[src/rtl/instruction_fetch_unit_pkg.sv]
// Shared types and constants for the instruction fetch unit and the decode stage.
package instruction_fetch_unit_pkg;

  typedef enum logic [1:0] {
    FETCH_IDLE  = 2'd0,
    FETCH_READ  = 2'd1,
    FETCH_FULL  = 2'd2,
    FETCH_DRAIN = 2'd3
  } fetch_state_t;

  localparam int OPCODE_MSB = 31;
  localparam int OPCODE_LSB = 26;
  localparam int RS_MSB     = 25;
  localparam int RS_LSB     = 21;
  localparam int RT_MSB     = 20;
  localparam int RT_LSB     = 16;
  localparam int RD_MSB     = 15;
  localparam int RD_LSB     = 11;
  localparam int IMM_MSB    = 15;

  localparam logic [5:0] OP_RTYPE = 6'h00;
  localparam logic [5:0] OP_J     = 6'h02;
  localparam logic [5:0] OP_BEQ   = 6'h04;
  localparam logic [5:0] OP_ADDI  = 6'h08;
  localparam logic [5:0] OP_LW    = 6'h23;
  localparam logic [5:0] OP_SW    = 6'h2B;

  function automatic logic [31:0] byte_swap(input logic [31:0] word);
    return {word[7:0], word[15:8], word[23:16], word[31:24]};
  endfunction

endpackage

[src/rtl/instruction_fetch_unit_field_decode.sv]
// Combinational field slicing of a 32-bit instruction; shared with the decode stage.
import instruction_fetch_unit_pkg::*;

module instr_field_decode (
  input  logic [31:0] instruction,
  output logic [5:0]  opcode,
  output logic [4:0]  rs,
  output logic [4:0]  rt,
  output logic [4:0]  rd,
  output logic [15:0] itype_immediate,
  output logic        msb
);

  assign opcode          = instruction[OPCODE_MSB:OPCODE_LSB];
  assign rs              = instruction[RS_MSB:RS_LSB];
  assign rt              = instruction[RT_MSB:RT_LSB];
  assign rd              = instruction[RD_MSB:RD_LSB];
  assign itype_immediate = instruction[IMM_MSB:0];
  assign msb             = instruction[IMM_MSB];

endmodule

[src/rtl/instruction_fetch_unit.sv]
// Avalon-MM instruction fetch with valid/ready hand-off and flush.
// Define FETCH_BYTE_SWAP_EN to byte-reverse read data for a little-endian memory.
//   state | meaning
//   IDLE  | waiting for an aligned fetch_req
//   READ  | bus cycle in flight, data will be kept
//   FULL  | instruction held for decode
//   DRAIN | bus cycle in flight after flush, data discarded
import instruction_fetch_unit_pkg::*;

module instruction_fetch_unit (
  input  logic        clk,
  input  logic        reset,
  input  logic        fetch_req,
  input  logic [31:0] pc,
  input  logic        flush,
  output logic [31:0] avm_address,
  output logic        avm_read,
  input  logic        avm_waitrequest,
  input  logic [31:0] avm_readdata,
  output logic        instr_valid,
  input  logic        instr_ready,
  output logic [31:0] instruction,
  output logic [5:0]  opcode,
  output logic [4:0]  rs,
  output logic [4:0]  rt,
  output logic [4:0]  rd,
  output logic [15:0] itype_immediate,
  output logic        msb,
  output logic [31:0] fetch_addr,
  output logic        misaligned
);

  fetch_state_t state, next_state;
  logic         accept_req;
  logic         reject_req;
  logic         load_instr;
  logic [31:0]  load_data;

`ifdef FETCH_BYTE_SWAP_EN
  assign load_data = byte_swap(avm_readdata);
`else
  assign load_data = avm_readdata;
`endif

  always_comb begin
    next_state = state;
    accept_req = 1'b0;
    reject_req = 1'b0;
    load_instr = 1'b0;
    case (state)
      FETCH_IDLE: begin
        if (fetch_req) begin
          if (pc[1:0] == 2'b00) begin
            accept_req = 1'b1;
            next_state = FETCH_READ;
          end else begin
            reject_req = 1'b1;
          end
        end
      end
      FETCH_READ: begin
        if (!avm_waitrequest) begin
          if (flush) begin
            next_state = FETCH_IDLE;
          end else begin
            load_instr = 1'b1;
            next_state = FETCH_FULL;
          end
        end else if (flush) begin
          next_state = FETCH_DRAIN;
        end
      end
      FETCH_FULL: begin
        if (flush || instr_ready) next_state = FETCH_IDLE;
      end
      FETCH_DRAIN: begin
        if (!avm_waitrequest) next_state = FETCH_IDLE;
      end
      default: next_state = FETCH_IDLE;
    endcase
  end

  // The strobe follows the next state so it is registered yet already high on the first READ cycle.
  always_ff @(posedge clk) begin
    if (reset) begin
      state       <= FETCH_IDLE;
      avm_read    <= 1'b0;
      fetch_addr  <= 32'd0;
      instruction <= 32'd0;
      misaligned  <= 1'b0;
    end else begin
      state    <= next_state;
      avm_read <= (next_state == FETCH_READ) || (next_state == FETCH_DRAIN);
      if (accept_req) fetch_addr <= pc;
      if (load_instr) instruction <= load_data;
      if (reject_req) misaligned <= 1'b1;
    end
  end

  assign avm_address = fetch_addr;
  assign instr_valid = (state == FETCH_FULL);

  instr_field_decode u_field_decode (
    .instruction     (instruction),
    .opcode          (opcode),
    .rs              (rs),
    .rt              (rt),
    .rd              (rd),
    .itype_immediate (itype_immediate),
    .msb             (msb)
  );

endmodule

[config.mk]
export PLATFORM = sky130hd
export DESIGN_NAME = instruction_fetch_unit
export DESIGN_NICKNAME = d
export VERILOG_FILES = /design/src/rtl/instruction_fetch_unit_pkg.sv /design/src/rtl/instruction_fetch_unit_field_decode.sv /design/src/rtl/instruction_fetch_unit.sv
export SDC_FILE = /design/constraint.sdc
export NUM_CORES = 1
export LEC_CHECK = 0
export ABC_AREA = 1
export ABC_CLOCK_PERIOD_IN_PS = 1100
export BUFFER_PORTS_ARGS = -buffer_cell sky130_fd_sc_hd__buf_2
export CAP_MARGIN = 15
export CORE_UTILIZATION = 44
export CTS_BUF_LIST = sky130_fd_sc_hd__clkbuf_2
export DETAILED_ROUTE_END_ITERATION = 10
export PLACE_DENSITY = 0.83
export SKIP_LAST_GASP = 1
export SYNTH_ARGS = -nofsm -noshare
export SYNTH_HDL_FRONTEND = slang
export SYNTH_HIERARCHICAL = 1
export SYNTH_SLANG_ARGS = --single-unit
[constraint.sdc]
create_clock -name clk -period 1.1 [get_ports clk]
set_input_delay 0.22 -clock clk [delete_from_list [all_inputs] [get_ports clk]]
set_output_delay 0.22 -clock clk [all_outputs]
set_load 0.03 [all_outputs]
==> results.json, run 1 <==
{
  "hpwlAfterDp_um": 5310,
  "ios": 207,
  "cts_max_level": 3,
  "grt_max_degree": 36,
  "synth_fp_nets": 505,
  "haltStage": "global routing",
  "rows": 30,
  "gp_congestion": 0.736,
  "synth-seq-cells": 67,
  "firstError": "[ERROR GRT-0232] Routing congestion too high. Check the congestion heatmap in the GUI.",
  "start_util_pct": 46.3,
  "die_w_um": 87.3,
  "syn_inst": 435,
  "ys_seq_area_share_pct": 41.9,
  "synth_cell_types": 17,
  "cts.sinks": 67,
  "cts_buffer_depth": 2,
  "worstEpCategory": "top-level output",
  "yosys_warnings": 6,
  "status": "did not finish",
  "syn-cell-area_sq_um": 3200,
  "grt_usage_pct": 70.8,
  "placed_cell_area_sq_um": 3770,
  "syn_avg_cell_area_sq_um": 7.35,
  "cts_made_buffers": 9,
  "die_y_um": 87.3,
  "io_buffers": 206,
  "crit_endpoint": "instr_valid",
  "ctsRootBufferMaster": "clkbuf_2",
  "grt_overflow": 14
}
==> through the flow <==
stage               util, %  cells  setup TNS, ps  worst slack [ps]
floorplan                 -    435              0              16.5
global placement       54.6    653          -1440             -75.1
detailed placement     54.6    653          -3300              -129
CTS                    90.6    759         -36670              -296
==> cells in the mapped netlist <==
library cell	instances	area, sq um
inv_2	1	3.75
nand2_4	1	11.3
clkbuf_1	3	11.3
inv_1	37	139
buf_2	7	35.0
nand2_2	1	6.26
nand3_1	35	175
nand3_4	1	17.5
buf_6	9	101
a21oi_1	35	175
nor2_2	1	6.26
dfxtp_1	67	1340
nor2_1	65	244
nor2_4	1	11.3
nand3b_1	1	7.51
nand2_1	97	364
buf_4	73	548
==> what timing repair did <==
item / in CTS
hold buffers: 64
cloned: 10
pin swaps: 33
hold endpoints to repair: 64
buffers inserted: 16
resized for setup: 444
endpoints found under the setup margin: 179
==> layer usage <==
metal / GRT usage, % / overflow
met1: 70.4 / 0
met2: 90.6 / 7
met3: 52.7 / 0
met4: 72.9 / 7
met5: 6.99 / 0
==> kinds of logic after synthesis <==
kind of cell / Yosys count / share of synthesized area [%]
flip-flops: 67 / 41.9
AND/OR/NAND/NOR: 203 / 26.4
AO/OA/AOI/OAI: 35 / 5.48
buffers and inverters: 130 / 26.2
==> inputs of run 2 (changes only) <==
CORE_UTILIZATION = 40   (was 44)
CTS_BUF_LIST = unset   (was sky130_fd_sc_hd__clkbuf_2)
PLACE_DENSITY = unset   (was 0.83)
PLACE_DENSITY_LB_ADDON = 0.15   (was unset)
==> results.json, run 2 <==
{
  "multi_input_area_sq_um": 1380,
  "drc_errors": 0,
  "cp_num_buf_inv": 3,
  "mostFrequentLayoutCells": "buf_6 (93), nand2_1 (80), buf_2 (69)",
  "powerDensity_nw_per_um2": 1020,
  "cts_tree": "yes",
  "ios": 207,
  "fin_crit_sh_pct": 114,
  "drive_above_1_share_pct": 65.2,
  "clock_latency_ps": 330,
  "max_stage_delay_ps": 340,
  "viasPerCell": 4.56,
  "hpwlAfterDp_um": 4910,
  "synth-seq-cells": 67,
  "die_y_um": 91.4,
  "path_depth": 4,
  "async_flop_share_pct": 0,
  "cp_slowest_cell": "dfxtp_2",
  "synth_cell_types": 17,
  "synth_top_cell_by_area": "dfxtp_1",
  "ant_nets": 0,
  "cts.sinks": 67,
  "syn-cell-area_sq_um": 3200,
  "synth_fp_nets": 505,
  "wl_um": 8910,
  "dr.pass1.iters": 4,
  "cp_max_fo": 2,
  "coreArea_sq_um": 7730,
  "synth_common_cells": "nand2_1 (97), buf_4 (73), dfxtp_1 (67)",
  "ys_seq_area_share_pct": 41.9,
  "setup_ws_ps": -153,
  "path_class": "flip-flop to output port",
  "status": "finished with violations",
  "grt_overflow": 0,
  "worst_pin_slew_ps": 592,
  "die_w_um": 91.4,
  "violations": "negative setup slack",
  "routedWlPerCell_um": 12.9,
  "ir_drop_v": 0.000606,
  "start_util_pct": 41.4,
  "antenna_found_initial": 0,
  "syn_inst": 435,
  "worst_ep_required_time_ps": 880,
  "nFillCells": 593,
  "maxCapViolCount": 0,
  "grt_usage_pct": 19.8,
  "grt_max_degree": 49,
  "vias": 3151,
  "drt_iter0_drc": 68,
  "syn_avg_cell_area_sq_um": 7.35,
  "area_delta_synth_final_pct": 66.6,
  "cts_max_level": 3,
  "grt_setup_unrepaired": "true",
  "clk_pin_slew_ps": 70,
  "crit_family": "flip-flops",
  "pre_cts_ws_ps": -59.5,
  "rows": 32,
  "layout_commonest_cell": "buf_6",
  "ctsRootBufferMaster": "clkbuf_8",
  "rr_worst_depth": 8,
  "cpMostUsedCell": "buf_6",
  "cts_hold_buf": 0,
  "slew_headroom_pct": 60.4,
  "synth_area_leaders": "dfxtp_1 (42%), buf_4 (17%), nand2_1 (11%)",
  "drv_slew": 0,
  "reg2reg_slack_ps": -120,
  "period_needed_ps": 1250,
  "n_antenna_cell": 0,
  "synth_top_area_share_pct": 41.9,
  "yosys_warnings": 6,
  "fmax_mhz": 798,
  "synthMostInstantiatedCell": "nand2_1",
  "fin_cells": 691,
  "grt_pass1_vias": 2800,
  "start_kind": "flip-flop",
  "nets": 657,
  "grt_pass1_wl_um": 13200,
  "die_area_sq_um": 8360,
  "r2r_end": "instruction[29]",
  "gp_congestion": 0.717,
  "ys.flop_type": "dfxtp_1",
  "setup_violations": 64,
  "dp_cells": 663,
  "cts_made_buffers": 9,
  "hp-class": "primary input to flip-flop",
  "synth-edff-count": 0,
  "crit_arrival_ps": 1030,
  "p_leak_uw": 0.00252,
  "hold_viol_final": 0,
  "final.setup_skew_ps": 6.95,
  "critPathCaptureType": "output port",
  "crit_path_end": "instr_valid",
  "cts_buffer_depth": 2,
  "io_buffers": 206,
  "crit_chain": "inv_2 -> buf_6 -> nor2_4 -> buf_6",
  "seqCellArea_sq_um": 1450
}
-- run 2: worst min path at each step --
stage	cells past startpoint	start	endpoint
2_1_floorplan	2	pc[2]	avm_address[2]
3_3_place_gp	3	pc[20]	avm_address[20]
3_5_place_dp	2	misaligned	misaligned
4_1_cts	3	pc[11]	avm_address[11]
5_1_grt	3	pc[18]	avm_address[18]
6_report	3	pc[2]	avm_address[2]
-- run 2: cell type report --
type	count	area share, %
tap	102	2.40
timing repair buffer	230	38.9
sequential	67	27.1
inverter	38	2.82
clock inverter	3	0.329
multi-input combinational	241	25.9
clock buffer	10	2.58
-- run 2: per-stage QoR --
step | TNS [ps] | total power, uW | hold slack, ps | util, % | instance area [sq um]
6_report | -3670 | 5440 | 109 | 68.9 | 5330
5_1_grt | -8580 | 5690 | 105 | 68.9 | 5330
4_1_cts | -4350 | 5420 | 97.7 | 63.2 | 4880
3_5_place_dp | -1570 | 3470 | 446 | 49.4 | 3820
3_3_place_gp | -990 | 3470 | 440 | 49.4 | 3820
2_1_floorplan | 0 | 3240 | 355 | - | 3200
-- run 2: cell families after synthesis --
kind of cell	synth area share [%]
AND/OR/NAND/NOR	26.4
buffers and inverters	26.2
flip-flops	41.9
AO/OA/AOI/OAI	5.48
-- run 2: worst register-to-register path, stage by stage (launching register included) --
cell and delay (ps):
dfxtp_2 330, inv_2 60, buf_4 110, nand2_4 60
inv_8 70, buf_12 130, buf_12 130, nand3_2 60
a21oi_1 190
-- run 2: repair_timing --
| action | in CTS | in global routing |
|---|---|---|
| pin swaps | 28 | 10 |
| hold endpoints to repair | 0 | 0 |
| endpoints found under the setup margin | 164 | 174 |
| cloned | 6 | 0 |
| gates resized for setup | 250 | 144 |
| buffers inserted | 6 | 3 |
-- run 2: report_power, final --
group | total [uW] | leakage [uW] | internal, uW | switching, uW
Clock | 1720 | 0.0000799 | 834 | 888
Sequential | 2570 | 0.000577 | 2500 | 76.3
Combinational | 1140 | 0.00186 | 489 | 654
-- run 2: per-layer routing --
metal	vias to the layer above	global-route usage [%]	routed length, um
li1	1569	-	-
met1	1442	24.0	3810
met2	129	34.5	4480
met3	11	4.02	522
met4	0	7.41	103
met5	-	0	0
Note: power is estimated with default switching activity, not from simulation.
